`config.mk`:
```
export PLATFORM = sky130hd
export DESIGN_NAME = pipe_forward_chain
export DESIGN_NICKNAME = d
export VERILOG_FILES = /design/src/rtl/pipe_forward_chain_pkg.sv /design/src/rtl/pipe_forward_chain_entry_reg.sv /design/src/rtl/pipe_forward_chain.sv
export SDC_FILE = /design/constraint.sdc
export NUM_CORES = 1
export LEC_CHECK = 0
export BUFFER_PORTS_ARGS = -buffer_cell sky130_fd_sc_hd__clkbuf_2
export CAP_MARGIN = 20
export CELL_PAD_IN_SITES_DETAIL_PLACEMENT = 0
export CELL_PAD_IN_SITES_GLOBAL_PLACEMENT = 1
export CORE_MARGIN = 10
export CORE_UTILIZATION = 39
export CTS_CLUSTER_DIAMETER = 50
export DETAILED_ROUTE_END_ITERATION = 10
export HOLD_SLACK_MARGIN = 0.02
export MAX_ROUTING_LAYER = met4
export PLACE_DENSITY = 0.91
export SLEW_MARGIN = 25
export SYNTH_ARGS = -nofsm -noshare
export SYNTH_HDL_FRONTEND = slang
export SYNTH_SLANG_ARGS = --single-unit
```
`constraint.sdc`:
```
create_clock -name clk -period 2.8 [get_ports clk]
set_clock_uncertainty 0.15 [all_clocks]
set_input_delay 0 -clock clk [delete_from_list [all_inputs] [get_ports clk]]
set_output_delay 0 -clock clk [all_outputs]
set_load 0.005 [all_outputs]
```
`src/rtl/pipe_forward_chain_pkg.sv`:
```
// Shared definitions for the post-decode forwarding chain: default widths,
// the hard-wired zero register and the stage entry layout.
package pipe_pkg;

    localparam int unsigned DEF_DATA_W   = 32;
    localparam int unsigned DEF_ADDR_W   = 5;
    localparam int unsigned DEF_STAGES   = 3;
    localparam int unsigned DEF_NREAD    = 2;
    localparam int unsigned DEF_LATE_STG = 1;

    // Writes to this register are architecturally discarded and never forward.
    localparam int unsigned ZERO_REG = 0;

    typedef struct packed {
        logic                  valid;
        logic                  we;
        logic [DEF_ADDR_W-1:0] rd;
        logic [DEF_DATA_W-1:0] data;
        logic                  rdy;
    } entry_t;

endpackage

```
`src/rtl/pipe_forward_chain_entry_reg.sv`:
```
// One stage register of the forwarding chain: advance, whole-chain hold,
// per-stage flush and optional capture of a late (load) result on entry.
module pipe_entry_reg
    import pipe_pkg::*;
#(
    parameter int unsigned DATA_W  = DEF_DATA_W,
    parameter int unsigned ADDR_W  = DEF_ADDR_W,
    parameter bit          CAPTURE = 1'b0
) (
    input  logic              clk,
    input  logic              rst,
    input  logic              hold,
    input  logic              flush,
    input  logic              src_valid,
    input  logic              src_we,
    input  logic [ADDR_W-1:0] src_rd,
    input  logic [DATA_W-1:0] src_data,
    input  logic              src_rdy,
    input  logic [DATA_W-1:0] late_data,
    output logic              valid,
    output logic              we,
    output logic [ADDR_W-1:0] rd,
    output logic [DATA_W-1:0] data,
    output logic              rdy
);

    // Flush only clears valid and beats hold; the payload is left in place
    // because a killed entry can never hit or write back.
    always_ff @(posedge clk) begin
        if (rst) begin
            valid <= 1'b0;
            we    <= 1'b0;
            rd    <= '0;
            data  <= '0;
            rdy   <= 1'b0;
        end else if (flush) begin
            valid <= 1'b0;
        end else if (!hold) begin
            valid <= src_valid;
            we    <= src_we;
            rd    <= src_rd;
            if (CAPTURE && !src_rdy) begin
                data <= late_data;
                rdy  <= 1'b1;
            end else begin
                data <= src_data;
                rdy  <= src_rdy;
            end
        end
    end

endmodule

```
`src/rtl/pipe_forward_chain.sv`:
```
// Post-decode write-intent chain with youngest-first operand forwarding,
// per-stage flush, whole-chain hold and late load-result capture.
module pipe_forward_chain
    import pipe_pkg::*;
#(
    parameter int unsigned DATA_W   = DEF_DATA_W,
    parameter int unsigned ADDR_W   = DEF_ADDR_W,
    parameter int unsigned STAGES   = DEF_STAGES,
    parameter int unsigned NREAD    = DEF_NREAD,
    parameter int unsigned LATE_STG = DEF_LATE_STG
) (
    input  logic                     clk,
    input  logic                     rst,
    input  logic                     hold,
    input  logic                     in_valid,
    input  logic                     in_we,
    input  logic [ADDR_W-1:0]        in_rd,
    input  logic [DATA_W-1:0]        in_data,
    input  logic                     in_rdy,
    input  logic [DATA_W-1:0]        late_data,
    input  logic [STAGES-1:0]        flush_vec,
    input  logic [NREAD*ADDR_W-1:0]  raddr,
    output logic [NREAD-1:0]         fwd_hit,
    output logic [NREAD*DATA_W-1:0]  fwd_data,
    output logic [NREAD-1:0]         fwd_stall,
    output logic                     wb_valid,
    output logic                     wb_we,
    output logic [ADDR_W-1:0]        wb_rd,
    output logic [DATA_W-1:0]        wb_data
);

    if (STAGES < 2) begin : g_bad_stages
        $error("pipe_forward_chain: STAGES must be at least 2");
    end
    if (LATE_STG < 1 || LATE_STG > STAGES - 1) begin : g_bad_late
        $error("pipe_forward_chain: LATE_STG must lie in 1..STAGES-1");
    end

    logic              stg_valid [STAGES];
    logic              stg_we    [STAGES];
    logic [ADDR_W-1:0] stg_rd    [STAGES];
    logic [DATA_W-1:0] stg_data  [STAGES];
    logic              stg_rdy   [STAGES];

    for (genvar i = 0; i < STAGES; i++) begin : g_stage
        logic              src_valid;
        logic              src_we;
        logic [ADDR_W-1:0] src_rd;
        logic [DATA_W-1:0] src_data;
        logic              src_rdy;

        if (i == 0) begin : g_head
            assign src_valid = in_valid;
            assign src_we    = in_we;
            assign src_rd    = in_rd;
            assign src_data  = in_data;
            assign src_rdy   = in_rdy;
        end else begin : g_link
            assign src_valid = stg_valid[i-1];
            assign src_we    = stg_we[i-1];
            assign src_rd    = stg_rd[i-1];
            assign src_data  = stg_data[i-1];
            assign src_rdy   = stg_rdy[i-1];
        end

        pipe_entry_reg #(
            .DATA_W  (DATA_W),
            .ADDR_W  (ADDR_W),
            .CAPTURE (i == LATE_STG)
        ) u_entry (
            .clk       (clk),
            .rst       (rst),
            .hold      (hold),
            .flush     (flush_vec[i]),
            .src_valid (src_valid),
            .src_we    (src_we),
            .src_rd    (src_rd),
            .src_data  (src_data),
            .src_rdy   (src_rdy),
            .late_data (late_data),
            .valid     (stg_valid[i]),
            .we        (stg_we[i]),
            .rd        (stg_rd[i]),
            .data      (stg_data[i]),
            .rdy       (stg_rdy[i])
        );
    end

    // Scan oldest to youngest so the last match written is the youngest writer.
    always_comb begin
        logic [ADDR_W-1:0] port_addr;
        int unsigned       idx;
        fwd_hit   = '0;
        fwd_data  = '0;
        fwd_stall = '0;
        port_addr = '0;
        idx       = 0;
        for (int unsigned j = 0; j < NREAD; j++) begin
            port_addr = raddr[j*ADDR_W +: ADDR_W];
            for (int unsigned k = 0; k < STAGES; k++) begin
                idx = STAGES - 1 - k;
                if (stg_valid[idx] && stg_we[idx] &&
                    stg_rd[idx] == port_addr &&
                    stg_rd[idx] != ADDR_W'(ZERO_REG)) begin
                    fwd_hit[j]                  = 1'b1;
                    fwd_data[j*DATA_W +: DATA_W] = stg_data[idx];
                    fwd_stall[j]                = ~stg_rdy[idx];
                end
            end
        end
    end

    assign wb_valid = stg_valid[STAGES-1];
    assign wb_we    = stg_valid[STAGES-1] & stg_we[STAGES-1];
    assign wb_rd    = stg_rd[STAGES-1];
    assign wb_data  = stg_data[STAGES-1];

endmodule

```
==> results.ini, run 1 <==
[floorplanning]
die_h_um=147
die_x_um=147
dieArea_um2=21700
fp.coreArea_um2=15900
rows=46
initial_core_util_pct=39.8
boundaryPins=195

[drt]
ant_nets=0
wl_per_cell_um=18.0
drt-total-wl_um=24800
dr_total_vias=7378
drt_pass1_iterations=5
remaining_drc_errors=0
initialDrtViolationCount=580
viasPerCell=5.35

[synth]
synth_top_area_share_pct=38.0
ys_types=33
synth.area.top_cells=dfxtp_1 (38%), nand2_1 (12%), a21oi_1 (11%), nor2_1 (6.2%), mux2i_1 (5.5%)
synth_fp_nets=975
syn_inst=887
yosys_register_bits=120
ys_seq_area_share_pct=38.0
avgSynthCellArea_um2=7.13
syn_area_um2=6320
yosys_warnings=0
synth_top_area_cell=dfxtp_1
synth_edf_count=0
ys_async_sr_fraction_pct=0
synth-main-ff-cell=dfxtp_1

[placement]
place_congestion=0.913
portBuffers=194
dp_slack_ns=0.303
placed_cell_area_um2=7510
hpwl_um=16100
dp_cells=1240

[grt]
grt_use_total_pct=22.8
grt_pass1_wl_um=39500
grt_overflow_total=0
grt_start_max_net_pins=66
antenna_found_initial=0
grt_pass1_vias=7330

[cts]
cts-root-buf=clkbuf_16
cts_sinks=120
clk_latency_ns=0.42
clk_pin_slew_ns=0.05
clk_path_buf_depth=2
cts_tree=done
htreeDepth=4
cts_buffers=17

[flow_run]
max-cap-violations=0

[timing]
finalCritPeriodShare_pct=96.2
setup_viol=0
setup_ws_ns=0.107
relSlewSlack_pct=40.6
post-route-min-period_ns=2.69
fmaxAchievable_mhz=371
finalSetupTns_ns=0
slew_viol_final=0
rsz0062_at_grt=false
hold_violations=0
tightest_slew_ns=0.892

[cells_and_area]
final_cell_area_um2=9210
fin_util_pct=58.0
fin_nets=1239
diodes=0
finalNonFillerCells=1380
drive_gt1_share_pct=23.0
nFillCells=1472
syn2layout_area_growth_pct=45.7

[power_and_ir_drop]
ir_drop_mv=0.385
powerDensity_nw_per_um2=502
p_leak_nw=3.91

[setup_path]
critPathBufInv=2
cp_cell_sequence=or4_1 > o211ai_2 > or4_2 > buf_6 > a31oi_1 > clkbuf_2
cp-start-kind=register
cpLargestDelayFamily=simple AND/OR/NAND/NOR gates
crit_path_max_incr_delay_ns=0.76
reg2reg_slack_ns=1.01
cp_max_fo=30
worst-setup-path-type=reg -> out
crit_path_top_delay_cell=or4_2
arrival_ns=2.54
critPathCaptureType=primary output
required_ns=2.65

[status]
status=finished, final reports clean

[min_path]
hold_path_class=in -> reg

[logic make-up (layout without fill, tap and decap cells)]
group	Yosys count	in the layout	share of synthesized area (%)
AOI/OAI and AO/OA	218	218	20.3
xor gates and xnor gates	30	30	4.15
buffers and inverters	83	360	5.66
DFF	120	120	38.0
muxes	35	35	5.54
and+or+nand+nor	401	401	26.3
[synthesized netlist by cell type (9+ instances only)]
cell and instances:
a41oi_1 15, a21oi_1 133, nand2_1 203, buf_2 13, clkbuf_1 59, xor2_1 21, a31oi_1 33, a211oi_1 32
nor2_1 105, nand3_1 67, xnor2_1 9, mux2i_1 35, dfxtp_1 120
[final cells by class]
type | instances | area (um2) | area share [%]
sequential | 120 | 2400 | 26.1
multi-input combinational | 684 | 3630 | 39.4
clock inverter | 9 | 120 | 1.30
clock buffer | 23 | 488 | 5.30
inverter | 2 | 7.51 | 0.0815
timing repair buffer | 326 | 2290 | 24.9
tap | 216 | 270 | 2.93
[power by group]
group / total (mW) / switching [mW] / internal [mW]
Sequential: 1.87 / 0.0862 / 1.78
Combinational: 0.496 / 0.247 / 0.249
Clock: 2.26 / 0.774 / 1.48
[path summary, 6_finish.rpt]
kind	from	end	cells past startpoint
worst max-delay path	g_stage[0].u_entry.rd[0]$_SDFFE_PP0P_	fwd_data[13]	6
worst max register to register	g_stage[0].u_entry.rdy$_SDFFE_PP0P_	g_stage[0].u_entry.rdy$_SDFFE_PP0P_	3
worst min register to register	g_stage[2].u_entry.we$_SDFFE_PP0P_	g_stage[2].u_entry.we$_SDFFE_PP0P_	2
worst min-delay path	hold	g_stage[0].u_entry.data[29]$_SDFFE_PP0P_	4
[registers in the layout, summed over array words and instances (netlist names)]
signal and count:
g_stage.u_entry.valid 3, g_stage.u_entry.we 3, g_stage.u_entry.data 96, g_stage.u_entry.rdy 3
g_stage.u_entry.rd 15
[placed cells by master (no fill, tap or decap), types with 2 or more instances in the layout]
cell and count:
nand2_1 203, clkbuf_2 193, a21oi_1 132, dfxtp_1 119
dlygate4sd3_1 105, nor2_1 101, nand3_1 65, mux2i_1 35
a31oi_1 33, a211oi_1 32, buf_4 22, xor2_1 21
clkbuf_16 17, a41oi_1 15, xnor2_1 9, clkinv_2 6
nor3_1 5, buf_12 5, clkbuf_8 4, or4_1 3
and3_1 3, nor2_4 3, or2_2 3, bufinv_16 3
nand3_2 2, nor4_1 2, and3_4 2, inv_1 2
clkbuf_1 2
[layer usage]
metal	global-route usage [%]	wire length, um	vias to the layer above
li1	-	-	3588
met1	27.9	10800	3417
met2	36.4	11800	324
met3	5.10	1670	49
met4	8.03	592	0
met5	-	0	-
[tightest hold or removal path, delay by kind of cell]
family	cells	cell delay [ns]
buf+inv	1	0.28
simple gates	2	0.21
compound gates	1	0.07
[per-stage QoR]
stage | hold WS [ns] | power (mW)
after floorplan | -0.0707 | 2.09
after global placement | 0.0731 | 2.27
after detailed placement | 0.0772 | 2.28
after CTS | 0.0266 | 4.63
after global routing | 0.0729 | 4.78
final | 0.0535 | 4.62
[what timing repair did]
action	CTS	global route
pin swaps	1	1
setup buffers	1	2
endpoints found under the hold margin	112	0
hold buffers	105	0
resized for setup	0	3
endpoints found under the setup margin	17	42
No activity file was read; power rests on OpenSTA's default activity.
==> inputs of run 2 (changes only) <==
GPL_TIMING_DRIVEN = 0   (was default)
==> run 2 against run 1 <==
Clock power down 4%. Setup slack worse by 0.0058 ns. Die area did not move. Fmax fell by 0.21%. Routed wire length up 11%. Hold slack improved by 0.12 ns. Final cell count grew 3.3%. Utilization grew 0.24 points.
==> results.ini, run 2 (synthesis gave the netlist of run 1 again) <==
[status]
status=finished, final reports clean

[grt]
grt_use_total_pct=25.4
antenna_found_initial=1
grt_pass1_wl_um=42500
grt_pass1_vias=7558
grt_overflow_total=0
grt_start_max_net_pins=17

[timing]
fmaxAchievable_mhz=371
finalCritPeriodShare_pct=96.4
setup_viol=0
slew_viol_final=0
whs_ns=0.177
hold_violations=0
post-route-min-period_ns=2.70
rsz0062_at_grt=true
setup_ws_ns=0.101
relSlewSlack_pct=42.7
tightest_slew_ns=0.859

[setup_path]
worst-setup-path-type=reg -> out
cp_max_fo=10
critPathCaptureType=primary output
required_ns=2.65
cp-start-kind=register
arrival_ns=2.55

[drt]
dr_total_vias=7695
wl_per_cell_um=19.4
ant_nets=0
drt-total-wl_um=27600
remaining_drc_errors=0
viasPerCell=5.40
drt_pass1_iterations=6
initialDrtViolationCount=754

[cts]
cts-root-buf=clkbuf_16
clk_latency_ns=0.43
cts_sinks=120
clk_path_buf_depth=2
cts_tree=done
cts_buffers=17
clk_pin_slew_ns=0.06
htreeDepth=4

[placement]
dp_slack_ns=0.176
place_congestion=0.892
dp_cells=1295
portBuffers=192
hpwl_um=19200

[flow_run]
max-cap-violations=0

[power_and_ir_drop]
p_sw_share_pct=25.9
p_switching_mw=1.18
p_leak_nw=3.91
powerDensity_nw_per_um2=492
seqPwrFrac_pct=40.9
ir_drop_mv=0.383
p_clk_share_pct=47.9
p_int_mw=3.37
pwr-share-comb_pct=11.2

[floorplanning]
dieArea_um2=21700
die_h_um=147
fp.coreArea_um2=15900
die_x_um=147
rows=46
initial_core_util_pct=39.8
boundaryPins=195

[cells_and_area]
layout_common_cells=nand2_1 (203), clkbuf_2 (201), a21oi_1 (132)
drive_gt1_share_pct=23.1
top_regs=g_stage.u_entry.data x96, g_stage.u_entry.rd x15
largest_register_ffs=96
fin_nets=1283
finalNonFillerCells=1425
top_register=g_stage.u_entry.data
syn2layout_area_growth_pct=46.3
layout_commonest_cell=nand2_1

[min_path]
hold_path_class=in -> reg

==> run 2: worst paths after layout <==
kind	slack [ns]	to	depth (start not counted)	from
max	0.10	fwd_data[61]	8	g_stage[0].u_entry.rd[0]$_SDFFE_PP0P_
min	0.18	g_stage[2].u_entry.rdy$_SDFFE_PP0P_	3	rst
max reg2reg	0.25	g_stage[1].u_entry.data[18]$_SDFFE_PP0P_	5	g_stage[0].u_entry.rdy$_SDFFE_PP0P_
min reg2reg	0.33	g_stage[2].u_entry.rdy$_SDFFE_PP0P_	2	g_stage[2].u_entry.rdy$_SDFFE_PP0P_
==> run 2: per-stage QoR <==
step                      instance area (um2)  power, mW  setup TNS, ns  util, %
after floorplan                          6320       2.09              0        -
after global placement                   7560       2.27              0     47.6
after detailed placement                 7560       2.28              0     47.6
after CTS                                9170       4.55              0     57.7
after global routing                     9250       4.70        -0.0329     58.2
final                                    9250       4.55              0     58.2
==> run 2: power by group through the flow <==
stage | registers [mW] | logic, mW | clock network (mW)
3_5_place_dp | 1.90 | 0.382 | 0
3_3_place_gp | 1.89 | 0.377 | 0
5_1_grt | 1.87 | 0.554 | 2.28
2_1_floorplan | 1.87 | 0.220 | 0
4_1_cts | 1.86 | 0.497 | 2.20
6_report | 1.86 | 0.509 | 2.18
==> run 2: layer usage <==
layer | global-route usage (%) | share of wire [%] | routed length, um | vias to the layer above
met5 | - | 0 | 0 | -
met1 | 31.1 | 42 | 11600 | 3538
met3 | 7.09 | 9.1 | 2500 | 53
li1 | - | - | - | 3687
met2 | 39.6 | 47 | 12900 | 417
met4 | 8.33 | 2.3 | 627 | 0
==> run 2: worst max-delay path: stages, from the launching register on <==
cell and delay (ns):
dfxtp_2 0.38, or4_1 0.15, o211ai_2 0.10, buf_4 0.16, nor4_4 0.45, clkbuf_2 0.37
a41oi_1 0.08, a21oi_1 0.27, clkbuf_2 0.16
==> run 2: area by class of cell <==
class	instances	area, um2
inverters	2	7.51
multi-input cells	684	3620
well taps	216	270
plain buffers	79	413
diodes	1	2.50
clock buffers	20	457
repair buffers	291	1950
clock inverters	12	126
flip-flops and latches	120	2410
fillers	1543	6640
==> run 2: repair_timing <==
action / CTS / global route
setup buffers: 1 / 1
endpoints found under the hold margin: 74 / 0
hold buffers: 97 / 0
gates resized for setup: 24 / 40
pin swaps: 1 / 1
setup endpoints to repair: 64 / 64
